File: config.mk
export PLATFORM = sky130hd
export DESIGN_NAME = watch_ctrl
export DESIGN_NICKNAME = d
export VERILOG_FILES = /design/src/rtl/watch_pkg.sv /design/src/rtl/wrap_cnt.sv /design/src/rtl/watch_ctrl.sv
export SDC_FILE = /design/constraint.sdc
export NUM_CORES = 1
export LEC_CHECK = 0
export BUFFER_PORTS_ARGS = -buffer_cell sky130_fd_sc_hd__buf_4
export CAP_MARGIN = 20
export CORE_MARGIN = 4
export CORE_UTILIZATION = 52
export DETAILED_ROUTE_END_ITERATION = 16
export GPL_TIMING_DRIVEN = 0
export PLACE_DENSITY = 0.74
export SKIP_CTS_REPAIR_TIMING = 1
export SLEW_MARGIN = 25
export SYNTH_ARGS = -nofsm -noshare
export SYNTH_HDL_FRONTEND = slang
export SYNTH_SLANG_ARGS = --single-unit
File: constraint.sdc
create_clock -name clk -period 1.9 [get_ports clk]
set_input_delay 0.475 -clock clk [delete_from_list [all_inputs] [get_ports clk]]
set_output_delay 0.475 -clock clk [all_outputs]
set_load 0.02 [all_outputs]
File: src/rtl/watch_pkg.sv
// Shared encodings for the watch time-of-day controller: mode, edit field, field limits, colon pattern.
package watch_pkg;

    typedef enum logic {
        MODE_CLOCK = 1'b0,
        MODE_SETUP = 1'b1
    } mode_e;

    localparam logic [1:0] POS_SEC  = 2'd0;
    localparam logic [1:0] POS_MIN  = 2'd1;
    localparam logic [1:0] POS_HOUR = 2'd2;

    localparam logic [5:0] SEC_MAX  = 6'd59;
    localparam logic [5:0] MIN_MAX  = 6'd59;
    localparam logic [5:0] HOUR_MAX = 6'd23;

    localparam logic [5:0] DP_SEP   = 6'b010100;

    // Two display digits per field; an out-of-range pos selects nothing.
    function automatic logic [5:0] field_mask(input logic [1:0] pos);
        case (pos)
            POS_SEC:  field_mask = 6'b000011;
            POS_MIN:  field_mask = 6'b001100;
            POS_HOUR: field_mask = 6'b110000;
            default:  field_mask = 6'b000000;
        endcase
    endfunction

endpackage

File: src/rtl/wrap_cnt.sv
// Modulo field counter, 0..i_max with wrap; clear beats increment.
// Count registered (1 cycle); carry is combinational in the same cycle as i_inc; no backpressure.
module wrap_cnt (
    input  logic       clk,
    input  logic       rst_n,
    input  logic       i_inc,
    input  logic       i_clr,
    input  logic [5:0] i_max,
    output logic [5:0] o_cnt,
    output logic       o_carry
);

    logic [5:0] cnt_q, cnt_d;
    logic       at_max;

    // ">=" lets a corrupted count fall back to 0 on its next increment.
    assign at_max  = (cnt_q >= i_max);
    assign o_carry = i_inc && at_max;
    assign o_cnt   = cnt_q;

    always_comb begin
        cnt_d = cnt_q;
        if (i_clr) begin
            cnt_d = 6'd0;
        end else if (i_inc) begin
            cnt_d = at_max ? 6'd0 : cnt_q + 6'd1;
        end
    end

    always_ff @(posedge clk or negedge rst_n) begin
        if (!rst_n) begin
            cnt_q <= 6'd0;
        end else begin
            cnt_q <= cnt_d;
        end
    end

endmodule

File: src/rtl/watch_ctrl.sv
// hh:mm:ss time keeper with CLOCK/SETUP mode FSM, blink-blank and colon decimal-point masks.
// All outputs registered, updating on the edge that samples a pulse; inputs are single-cycle pulses, no backpressure.
module watch_ctrl
    import watch_pkg::*;
#(
    parameter int BLINK_DIV = 25000000
) (
    input  logic       clk,
    input  logic       rst_n,
    input  logic       i_tick,
    input  logic       i_sw_mode,
    input  logic       i_sw_pos,
    input  logic       i_sw_inc,
    input  logic       i_sw_clr,
    output logic [5:0] o_sec,
    output logic [5:0] o_min,
    output logic [5:0] o_hour,
    output logic       o_mode,
    output logic [1:0] o_pos,
    output logic [5:0] o_seg_blank,
    output logic [5:0] o_six_dp
);

    localparam int            BW         = (BLINK_DIV > 2) ? $clog2(BLINK_DIV) : 1;
    localparam logic [BW-1:0] BLINK_LAST = BW'(BLINK_DIV - 1);

    mode_e         mode_q, mode_d;
    logic [1:0]    pos_q, pos_d;
    logic          colon_q, colon_d;
    logic [BW-1:0] blink_cnt_q, blink_cnt_d;
    logic          blink_ph_q, blink_ph_d;
    logic [5:0]    blank_q, blank_d;
    logic [5:0]    dp_q, dp_d;

    logic in_setup;
    logic mode_ev, clr_ev, inc_ev, pos_ev, tick_ev;
    logic sec_inc, min_inc, hour_inc;
    logic sec_carry, min_carry, hour_carry_unused;

    // Priority decode: each event is masked by every higher-priority one.
    assign in_setup = (mode_q == MODE_SETUP);
    assign mode_ev  = i_sw_mode;
    assign clr_ev   = !i_sw_mode && i_sw_clr;
    assign inc_ev   = !i_sw_mode && !i_sw_clr && in_setup && i_sw_inc;
    assign pos_ev   = !i_sw_mode && !i_sw_clr && !i_sw_inc && in_setup && i_sw_pos;
    assign tick_ev  = !i_sw_mode && !i_sw_clr && !in_setup && i_tick;

    // Carries ripple only while running; setup edits one field without carry.
    assign sec_inc  = in_setup ? (inc_ev && pos_q == POS_SEC)  : tick_ev;
    assign min_inc  = in_setup ? (inc_ev && pos_q == POS_MIN)  : sec_carry;
    assign hour_inc = in_setup ? (inc_ev && pos_q == POS_HOUR) : min_carry;

    wrap_cnt u_sec (
        .clk     (clk),
        .rst_n   (rst_n),
        .i_inc   (sec_inc),
        .i_clr   (clr_ev),
        .i_max   (SEC_MAX),
        .o_cnt   (o_sec),
        .o_carry (sec_carry)
    );

    wrap_cnt u_min (
        .clk     (clk),
        .rst_n   (rst_n),
        .i_inc   (min_inc),
        .i_clr   (1'b0),
        .i_max   (MIN_MAX),
        .o_cnt   (o_min),
        .o_carry (min_carry)
    );

    wrap_cnt u_hour (
        .clk     (clk),
        .rst_n   (rst_n),
        .i_inc   (hour_inc),
        .i_clr   (1'b0),
        .i_max   (HOUR_MAX),
        .o_cnt   (o_hour),
        .o_carry (hour_carry_unused)
    );

    always_comb begin
        mode_d      = mode_q;
        pos_d       = pos_q;
        colon_d     = colon_q;
        blink_cnt_d = blink_cnt_q;
        blink_ph_d  = blink_ph_q;

        case (mode_q)
            MODE_CLOCK: begin
                blink_cnt_d = '0;
                blink_ph_d  = 1'b0;
                if (mode_ev) begin
                    mode_d = MODE_SETUP;
                    pos_d  = POS_SEC;
                end else if (tick_ev) begin
                    colon_d = !colon_q;
                end
            end
            MODE_SETUP: begin
                if (mode_ev) begin
                    mode_d      = MODE_CLOCK;
                    blink_cnt_d = '0;
                    blink_ph_d  = 1'b0;
                end else if (pos_ev || inc_ev) begin
                    // Restart blink so the field being edited shows at once.
                    blink_cnt_d = '0;
                    blink_ph_d  = 1'b0;
                    if (pos_ev) begin
                        pos_d = (pos_q >= POS_HOUR) ? POS_SEC : pos_q + 2'd1;
                    end
                end else if (blink_cnt_q >= BLINK_LAST) begin
                    blink_cnt_d = '0;
                    blink_ph_d  = !blink_ph_q;
                end else begin
                    blink_cnt_d = blink_cnt_q + 1'b1;
                end
            end
            default: mode_d = MODE_CLOCK;
        endcase

        blank_d = (mode_d == MODE_SETUP && blink_ph_d) ? field_mask(pos_d) : 6'b000000;
        dp_d    = (mode_d == MODE_CLOCK && colon_d) ? 6'b000000 : DP_SEP;
    end

    always_ff @(posedge clk or negedge rst_n) begin
        if (!rst_n) begin
            mode_q      <= MODE_CLOCK;
            pos_q       <= POS_SEC;
            colon_q     <= 1'b0;
            blink_cnt_q <= '0;
            blink_ph_q  <= 1'b0;
            blank_q     <= 6'b000000;
            dp_q        <= DP_SEP;
        end else begin
            mode_q      <= mode_d;
            pos_q       <= pos_d;
            colon_q     <= colon_d;
            blink_cnt_q <= blink_cnt_d;
            blink_ph_q  <= blink_ph_d;
            blank_q     <= blank_d;
            dp_q        <= dp_d;
        end
    end

    assign o_mode      = mode_q;
    assign o_pos       = pos_q;
    assign o_seg_blank = blank_q;
    assign o_six_dp    = dp_q;

endmodule
==> summary.txt, run 1 <==
STA
  • Final period demand of the worst path: 2.02 ns
  • Fmax: 495 MHz
  • Actual slew at the worst max-slew pin: between 0.6 and 0.7 ns
  • Fin. Hold Viols: 0
  • Setup ws final: -0.121 ns
  • Relative slew margins: a little under three fifths
  • RSZ-0062 raised after global routing: yes
  • Clock Skews: 0.00531 ns
  • Final count of negative-setup-slack endpoints: 25
  • Setup TNS: -2.47 ns
  • Fin. max-slew vios: 0
  • Period Utilization, post-route: 106%
  • Hold WS: 0.191 ns

Clock tree
  • Number of H-tree levels: 2
  • Max Buffers Root-to-Sink: 2
  • Clk_lat worst skew: 0.30 ns
  • CTS Sinks: 52
  • Root Buffer: clkbuf_8
  • CTS tree: yes
  • CTS buffer count: 5
  • Clock transition at path regs: 0.09 ns

Global route
  • Initial antenna violation count: 0
  • Global-route wire length before repair: roughly 9200 um
  • Gr usage total: roughly 18%
  • Largest net degree at the start of global routing: 53
  • Vias in the first global route: between 2000 and 2500
  • GRT overflow: 0

Critical path
  • Critical Path Fanout Max: 9
  • Bufs and invs on worst path: 2
  • Crit path kind: flip-flop to flip-flop
  • R2R setup slack: -0.12 ns
  • CP Cell Sequence: nor4bb_1 > nand4_1 > a311oi_4 > or3_4 > buf_12 > clkbuf_16 > nor2_1
  • Data arrival, critical path: 2.22 ns
  • CP required: 2.10 ns
  • Startpoint Class: flip-flop
  • Critical path's slowest cell: dfrtp_1
  • Crit path largest cell delay: 0.42 ns
  • Crit path max-delay family: simple AND/OR/NAND/NOR gates
  • CP Capture Type: flip-flop

Yosys
  • Post-synth top cells: 51 x dfrtp_1, 43 x nor2_1, 22 x nand2_1
  • Post-synthesis sequential area ratio: 45.9%
  • YS warnings: 0
  • Number of synthesized flops with an enable pin: 0
  • Most used DFF post-synth: dfrtp_1
  • Synth Instances: 297
  • Leading cell type by number of instances after synthesis: dfrtp_1
  • Top cell type's share of synthesized area: 45.0%
  • Synth cell types: 54
  • FF+latch count, synth: 52
  • Syn avg cell area: 9.55 um2
  • Synth area leader: dfrtp_1
  • FFs w/ async S/R, synth: 100%
  • Synth Cell Area: about 2800 um2
  • Top post-synthesis cells by area: dfrtp_1 45%, nor2_1 5.7%, xnor2_1 4.0%

Detailed routing
  • Vias: between 2000 and 2500
  • Vias per cell: 5.39
  • Met3 routed WL: 179 um
  • Initial detailed-routing violation count: 107
  • Max layer used: met4
  • DR WL/cell: 14.1 um
  • Antenna viol nets, final: 0
  • Drt first pass iters: 4
  • Wl on met1: 2730 um
  • WL met2: 2990 um
  • Remaining DRCs: 0
  • Drt total wl: between 5000 and 6000 um

Placed design
  • Port Buffer Count: 35
  • HPWL Detailed: 3930 um
  • Routability cong.: 0.798

Flow run
  • Maxcap violations: 0

Floorplanning
  • Core area: 5200 um2
  • Initial Utilization: ~54%
  • Die height: 81.9 um
  • I/O pin cnt: 40
  • Die ar.: around 6700 um2
  • Site Rows: 26
  • Chip Width: 81.9 um

Cells and area
  • FF/Latch Area: about 1300 um2
  • N_diodes: 0
  • Layout fillers: 408
  • Layout cells sized above 1: 31.2%
  • Multi-input gate area: 1510 um2
  • Final #Nets: 367
  • Layout area overhead: 26.9%

Power and ir drop
  • Worst vdd ir: 0.000722 V
  • Pleak: 1.56 nW
  • Pwr/cell area: 837 nW/um2

Status
  • Status: finished, violations left
  • Failing checks: setup timing

Min path
  • Worst hold path type: input port to async pin
## worst reg2reg max path, cell delays in order (launching register included)
cell and delay [ns]:
dfrtp_1 0.42, nor4bb_1 0.32, nand4_1 0.27, a311oi_4 0.38, or3_4 0.21, buf_12 0.13, clkbuf_16 0.15, nor2_1 0.04
## through the flow
stage               utilization, %  instance area (um2)  cells  power [mW]  setup slack, ns
finish                        69.1                 3600    426        3.01           -0.121
global route                  69.1                 3600    426        3.18           -0.231
CTS                           63.3                 3290    412        2.92          -0.0819
detailed placement            61.4                 3200    405        2.24           -0.186
global placement              61.4                 3200    405        2.22           -0.159
floorplan                        -                 2850    300        1.92           0.0934
## per-layer routing
metal  vias to the layer above  global-route usage, %
li1                       1140                      -
met1                      1108                   24.3
met2                        36                   28.2
met3                        11                   3.40
met4                         0                   5.15
met5                         -                      0
## cell type report
cell class / count / area share, %
sequential: 52 / 36.3
timing repair buffer: 50 / 11.4
buffer: 17 / 3.93
tap: 70 / 2.43
inverter: 13 / 1.36
multi-input combinational: 217 / 41.9
clock buffer: 7 / 2.68
## flip-flops by register name, summed over array words and instances (netlist names)
signal,count
colon_q,1
u_hour.o_cnt,6
blink_ph_q,1
o_pos,2
o_mode,1
o_seg_blank,3
u_sec.o_cnt,6
o_six_dp,1
blink_cnt_q,25
u_min.o_cnt,6
## cells in the final DEF, fill, tap and decap left out, types with 3 or more instances in the layout
cell      synthesis  layout
buf_4             8      56
dfrtp_1          51      47
nor2_1           43      35
nand2_1          22      22
o21ai_0          20      18
nand3_1          19      17
inv_1            13      13
xnor2_1          13      13
xor2_1           11      11
a22o_1            8       8
nor2_2            0       7
clkbuf_8          0       7
nand4_1           6       6
a21oi_1           7       5
clkbuf_1          5       4
nor3b_1           4       4
nor2b_1           4       4
nor3_1            5       4
conb_1            1       4
dfrtp_2           0       4
nand2b_1          3       3
o21ai_1           1       3
ha_1              4       3
## power by group
part | internal [mW] | switching (mW) | total [mW]
sequential | 1.23 | 0.141 | 1.37
combinational | 0.436 | 0.533 | 0.968
clock | 0.325 | 0.348 | 0.673
total | 1.99 | 1.02 | 3.01
## worst paths after layout
check | cells after the start | start | endpoint
max | 7 | blink_cnt_q[23] | blink_cnt_q[20]
min reg2reg | 1 | colon_q | colon_q
max reg2reg | 7 | blink_cnt_q[23] | blink_cnt_q[20]
max in group asynchronous | 1 | rst_n | blink_cnt_q[11]
min | 1 | rst_n | u_hour.o_cnt[3]
min in group clk | 1 | colon_q | colon_q
## logic make-up (layout without fill, tap and decap cells)
family	count (synthesis)	in the layout	synth area share, %
AO/OA/AOI/OAI	50	50	11.9
AND/OR/NAND/NOR	131	131	25.1
XOR/XNOR	24	24	7.41
multiplexers	3	3	1.15
flip-flops	52	52	45.9
other	1	4	0.132
adder cells (fa/ha/maj)	5	5	2.12
buffers and inverters	31	87	6.31
Power figures use the tool's default switching activity.
==> run 2: changes to the inputs <==
Settings changed: ABC_AREA set to 0, CORE_UTILIZATION 52 to 53, SYNTH_HIERARCHICAL set to 1.
==> run 2 against run 1 <==
  * The flow still finishes with violations (setup timing)
  * Utilization rose by 4.9 points
  * Sequential power down 9%
  * Register-to-register slack got worse by 0.85 ns
  * Power decreased by 8.5%
  * Combinational power shrank 10%
  * Synthesized cell count increased by 21%
  * Clock power is 3.4% lower
  * Critical endpoint is now u_hour/o_cnt[2]
==> summary.txt, run 2 <==
Cells and area
  • Finished Core Util: 74.0% (was 69.1%)
  • Layout cells sized above 1: 34.0% (was 31.2%)
  • Most common cell after layout, fill and taps aside: buf_4 (unchanged)
  • Most frequent cells in the layout: 72 x buf_4, 46 x nor2_1, 46 x dfrtp_1 (was 56 x buf_4, 47 x dfrtp_1, 35 x nor2_1)
  • Largest reg by FF count: blink_cnt_q (unchanged)
  • Final #Nets: 484 (was 367)
  • N_diodes: 0 (unchanged)
  • Finished Layout Cells: 531 (was 426)
  • Max reg flops: 25 (unchanged)
  • Layout area overhead: 31.9% (was 26.9%)

Detailed routing
  • DR WL/cell: 13.7 um (was 14.1 um)
  • Antenna viol nets, final: 0 (unchanged)
  • Remaining DRCs: 0 (unchanged)
  • Wl on met1: 3300 um (was 2730 um)
  • Vias per cell: 5.23 (was 5.39)
  • Drt first pass iters: 4 (unchanged)
  • Initial detailed-routing violation count: 138 (was 107)
  • Drt total wl: 7260 um (was 5990 um)
  • Vias: 2776 (was 2295)
  • Met3 routed WL: 304 um (was 179 um)
  • WL met2: 3560 um (was 2990 um)
  • Max layer used: met4 (unchanged)

Critical path
  • Bufs and invs on worst path: 5 (was 2)
  • Crit path kind: flip-flop to flip-flop (unchanged)
  • Worst reg-to-reg path cell count: 17 (was 7)
  • Startpoint Class: flip-flop (unchanged)
  • CP required: 2.13 ns (was 2.10 ns)
  • CP Capture Type: flip-flop (unchanged)
  • CP Cell Sequence: inv_2 > ha_4 > nand2b_4 > a21o_1 > a31o_4 > o2bb2ai_4 > buf_6 > nand3_2 > o22ai_2 > a31o_4 > o2bb2ai_4 > buf_6 > buf_6 > inv_4 > o22ai_2 > a31o_4 > nor3_2 (was nor4bb_1 > nand4_1 > a311oi_4 > or3_4 > buf_12 > clkbuf_16 > nor2_1)
  • Crit path max-delay family: compound AO/OA/AOI/OAI gates (was simple AND/OR/NAND/NOR gates)
  • Data arrival, critical path: 3.10 ns (was 2.22 ns)
  • CP Depth: 17 (was 7)
  • Critical Path Fanout Max: 6 (was 9)
  • Critical path's slowest cell: dfrtp_2 (was dfrtp_1)
  • Crit path largest cell delay: 0.44 ns (was 0.42 ns)

Power and ir drop
  • Power share of the combinational group: 31.5% (was 32.1%)
  • Sw Share: 32.7% (was 33.9%)
  • Net Sw Power: 0.901 mW (was 1.02 mW)
  • Clock Power Share: 23.6% (was 22.3%)
  • Int Pwr: 1.86 mW (was 1.99 mW)
  • Flop pwr share: 44.9% (was 45.5%)
  • Pwr Total: 2.76 mW (was 3.01 mW)
  • Pleak: 2.14 nW (was 1.56 nW)
  • Pwr/cell area: 615 nW/um2 (was 837 nW/um2)
  • Worst vdd ir: 0.000494 V (was 0.000722 V)

Global route
  • Vias in the first global route: 2411 (was 2014)
  • Gr usage total: 17.6% (about the same)
  • Initial antenna violation count: 0 (unchanged)
  • Largest net degree at the start of global routing: 53 (unchanged)
  • GRT overflow: 0 (unchanged)
  • Global-route wire length before repair: 11000 um (was 9180 um)

Floorplanning
  • I/O pin cnt: 40 (unchanged)
  • Chip Width: 88.1 um (was 81.9 um)
  • Core area: 6060 um2 (was 5200 um2)
  • Die ar.: 7760 um2 (was 6700 um2)
  • Die height: 88.1 um (was 81.9 um)
  • Initial Utilization: 56.1% (was 54.5%)
  • Site Rows: 28 (was 26)

Status
  • Failing checks: setup timing (unchanged)
  • Status: finished, violations left (unchanged)

STA
  • Final count of negative-setup-slack endpoints: 12 (was 25)
  • Final period demand of the worst path: 2.87 ns (was 2.02 ns)
  • Setup TNS: -7.78 ns (was -2.47 ns)
  • Fin. max-slew vios: 0 (unchanged)
  • Setup ws final: -0.968 ns (was -0.121 ns)
  • Clock Skews: 0.00930 ns (was 0.00531 ns)
  • Fin. Hold Viols: 0 (unchanged)
  • Actual slew at the worst max-slew pin: 0.645 ns (was 0.652 ns)
  • RSZ-0062 raised after global routing: yes (unchanged)
  • Relative slew margins: 57.0% (was 56.5%)
  • Fmax: 349 MHz (was 495 MHz)
  • Period Utilization, post-route: 151% (was 106%)

Clock tree
  • Root Buffer: clkbuf_8 (unchanged)
  • Max Buffers Root-to-Sink: 2 (unchanged)
  • CTS buffer count: 5 (unchanged)
  • CTS tree: yes (unchanged)
  • Clock transition at path regs: 0.10 ns (was 0.09 ns)
  • CTS Sinks: 52 (unchanged)
  • Clk_lat worst skew: 0.31 ns (was 0.30 ns)
  • Number of H-tree levels: 2 (unchanged)

Placed design
  • Post-Place Cells: 491 (was 405)
  • Routability cong.: 0.837 (was 0.798)
  • Port Buffer Count: 35 (unchanged)
  • HPWL Detailed: 4780 um (was 3930 um)
  • Post-Place Setup Slack: -1.29 ns (was -0.186 ns)

Yosys
  • Synth area leader: dfrtp_1 (unchanged)
  • Leading cell type by number of instances after synthesis: dfrtp_1 (unchanged)
  • Synth cell types: 48 (was 54)
  • FFs w/ async S/R, synth: 100% (unchanged)
  • Top post-synthesis cells by area: dfrtp_1 38%, ha_1 8.1%, xor2_1 6.4% (was dfrtp_1 45%, nor2_1 5.7%, xnor2_1 4.0%)
  • Post-synth top cells: 51 x dfrtp_1, 50 x nor2_1, 26 x inv_1, 26 x nand2_1, 25 x xor2_1 (was 51 x dfrtp_1, 43 x nor2_1, 22 x nand2_1)
  • YS warnings: 6 (was 0)
  • Synth Instances: 359 (was 297)
  • Post-synthesis sequential area ratio: 38.3% (was 45.9%)
  • Most used DFF post-synth: dfrtp_1 (unchanged)
  • Top cell type's share of synthesized area: 37.5% (was 45.0%)
  • Syn avg cell area: 9.47 um2 (was 9.55 um2)
  • Number of synthesized flops with an enable pin: 0 (unchanged)
  • Synth Cell Area: 3400 um2 (was 2840 um2)
  • FF+latch count, synth: 52 (unchanged)

Min path
  • Worst hold path type: input port to async pin (unchanged)

Flow run
  • Maxcap violations: 0 (unchanged)
run 2: final timing paths:
kind                                start               to  slack, ns
max                        u_sec/o_cnt[0]  u_hour/o_cnt[2]      -0.97
min                                 rst_n   u_sec/o_cnt[4]       0.19
max reg2reg                u_sec/o_cnt[0]  u_hour/o_cnt[2]      -0.97
min reg2reg                blink_cnt_q[0]   blink_cnt_q[0]       0.49
max in group asynchronous           rst_n         o_pos[0]       1.25
min in group clk                   i_tick          colon_q       0.49
run 2: routing by layer:
metal,vias up,global-route usage (%)
li1,1395,-
met1,1316,23.9
met2,57,29.1
met3,8,3.20
met4,0,4.95
met5,-,0
run 2: cell type report:
class | count | area [um2]
Multi-Input combinational cell | 282 | 2150
Fill cell | 463 | 1580
Sequential cell | 52 | 1310
Timing Repair Buffer | 69 | 541
Buffer | 19 | 190
Inverter | 26 | 113
Tap cell | 75 | 93.8
Clock buffer | 5 | 68.8
Clock inverter | 3 | 23.8
run 2: metrics by stage:
stage / hold slack [ns] / area (um2)
after detailed placement: 0.478 / 3960
final: 0.186 / 4480
after floorplan: 0.179 / 3600
after global routing: 0.239 / 4480
after global placement: 0.463 / 3960
after CTS: 0.213 / 4050
run 2: worst register-to-register path: stages, from the launching register on:
cell,delay [ns]
dfrtp_2,0.44
inv_2,0.07
ha_4,0.18
nand2b_4,0.12
a21o_1,0.17
a31o_4,0.26
o2bb2ai_4,0.12
buf_6,0.13
nand3_2,0.05
o22ai_2,0.07
a31o_4,0.26
o2bb2ai_4,0.12
buf_6,0.13
buf_6,0.11
inv_4,0.04
o22ai_2,0.07
a31o_4,0.25
nor3_2,0.18
run 2: logic make-up (layout without fill, tap and decap cells):
group	Yosys count	count (layout)	synth area share [%]
flip-flops	52	52	38.3
AO/OA/AOI/OAI	57	57	12.9
buffers and inverters	47	122	7.10
XOR/XNOR	36	36	9.27
adder cells (fa/ha/maj)	22	22	8.09
other	2	24	0.221
AND/OR/NAND/NOR	143	143	24.1
run 2: power groups by stage:
stage / combinational (mW) / sequential [mW] / clock, mW
2_1_floorplan: 0.395 / 1.29 / 0
3_3_place_gp: 0.611 / 1.25 / 0
3_5_place_dp: 0.625 / 1.25 / 0
4_1_cts: 0.628 / 1.23 / 0.671
5_1_grt: 0.947 / 1.25 / 0.716
6_report: 0.870 / 1.24 / 0.650
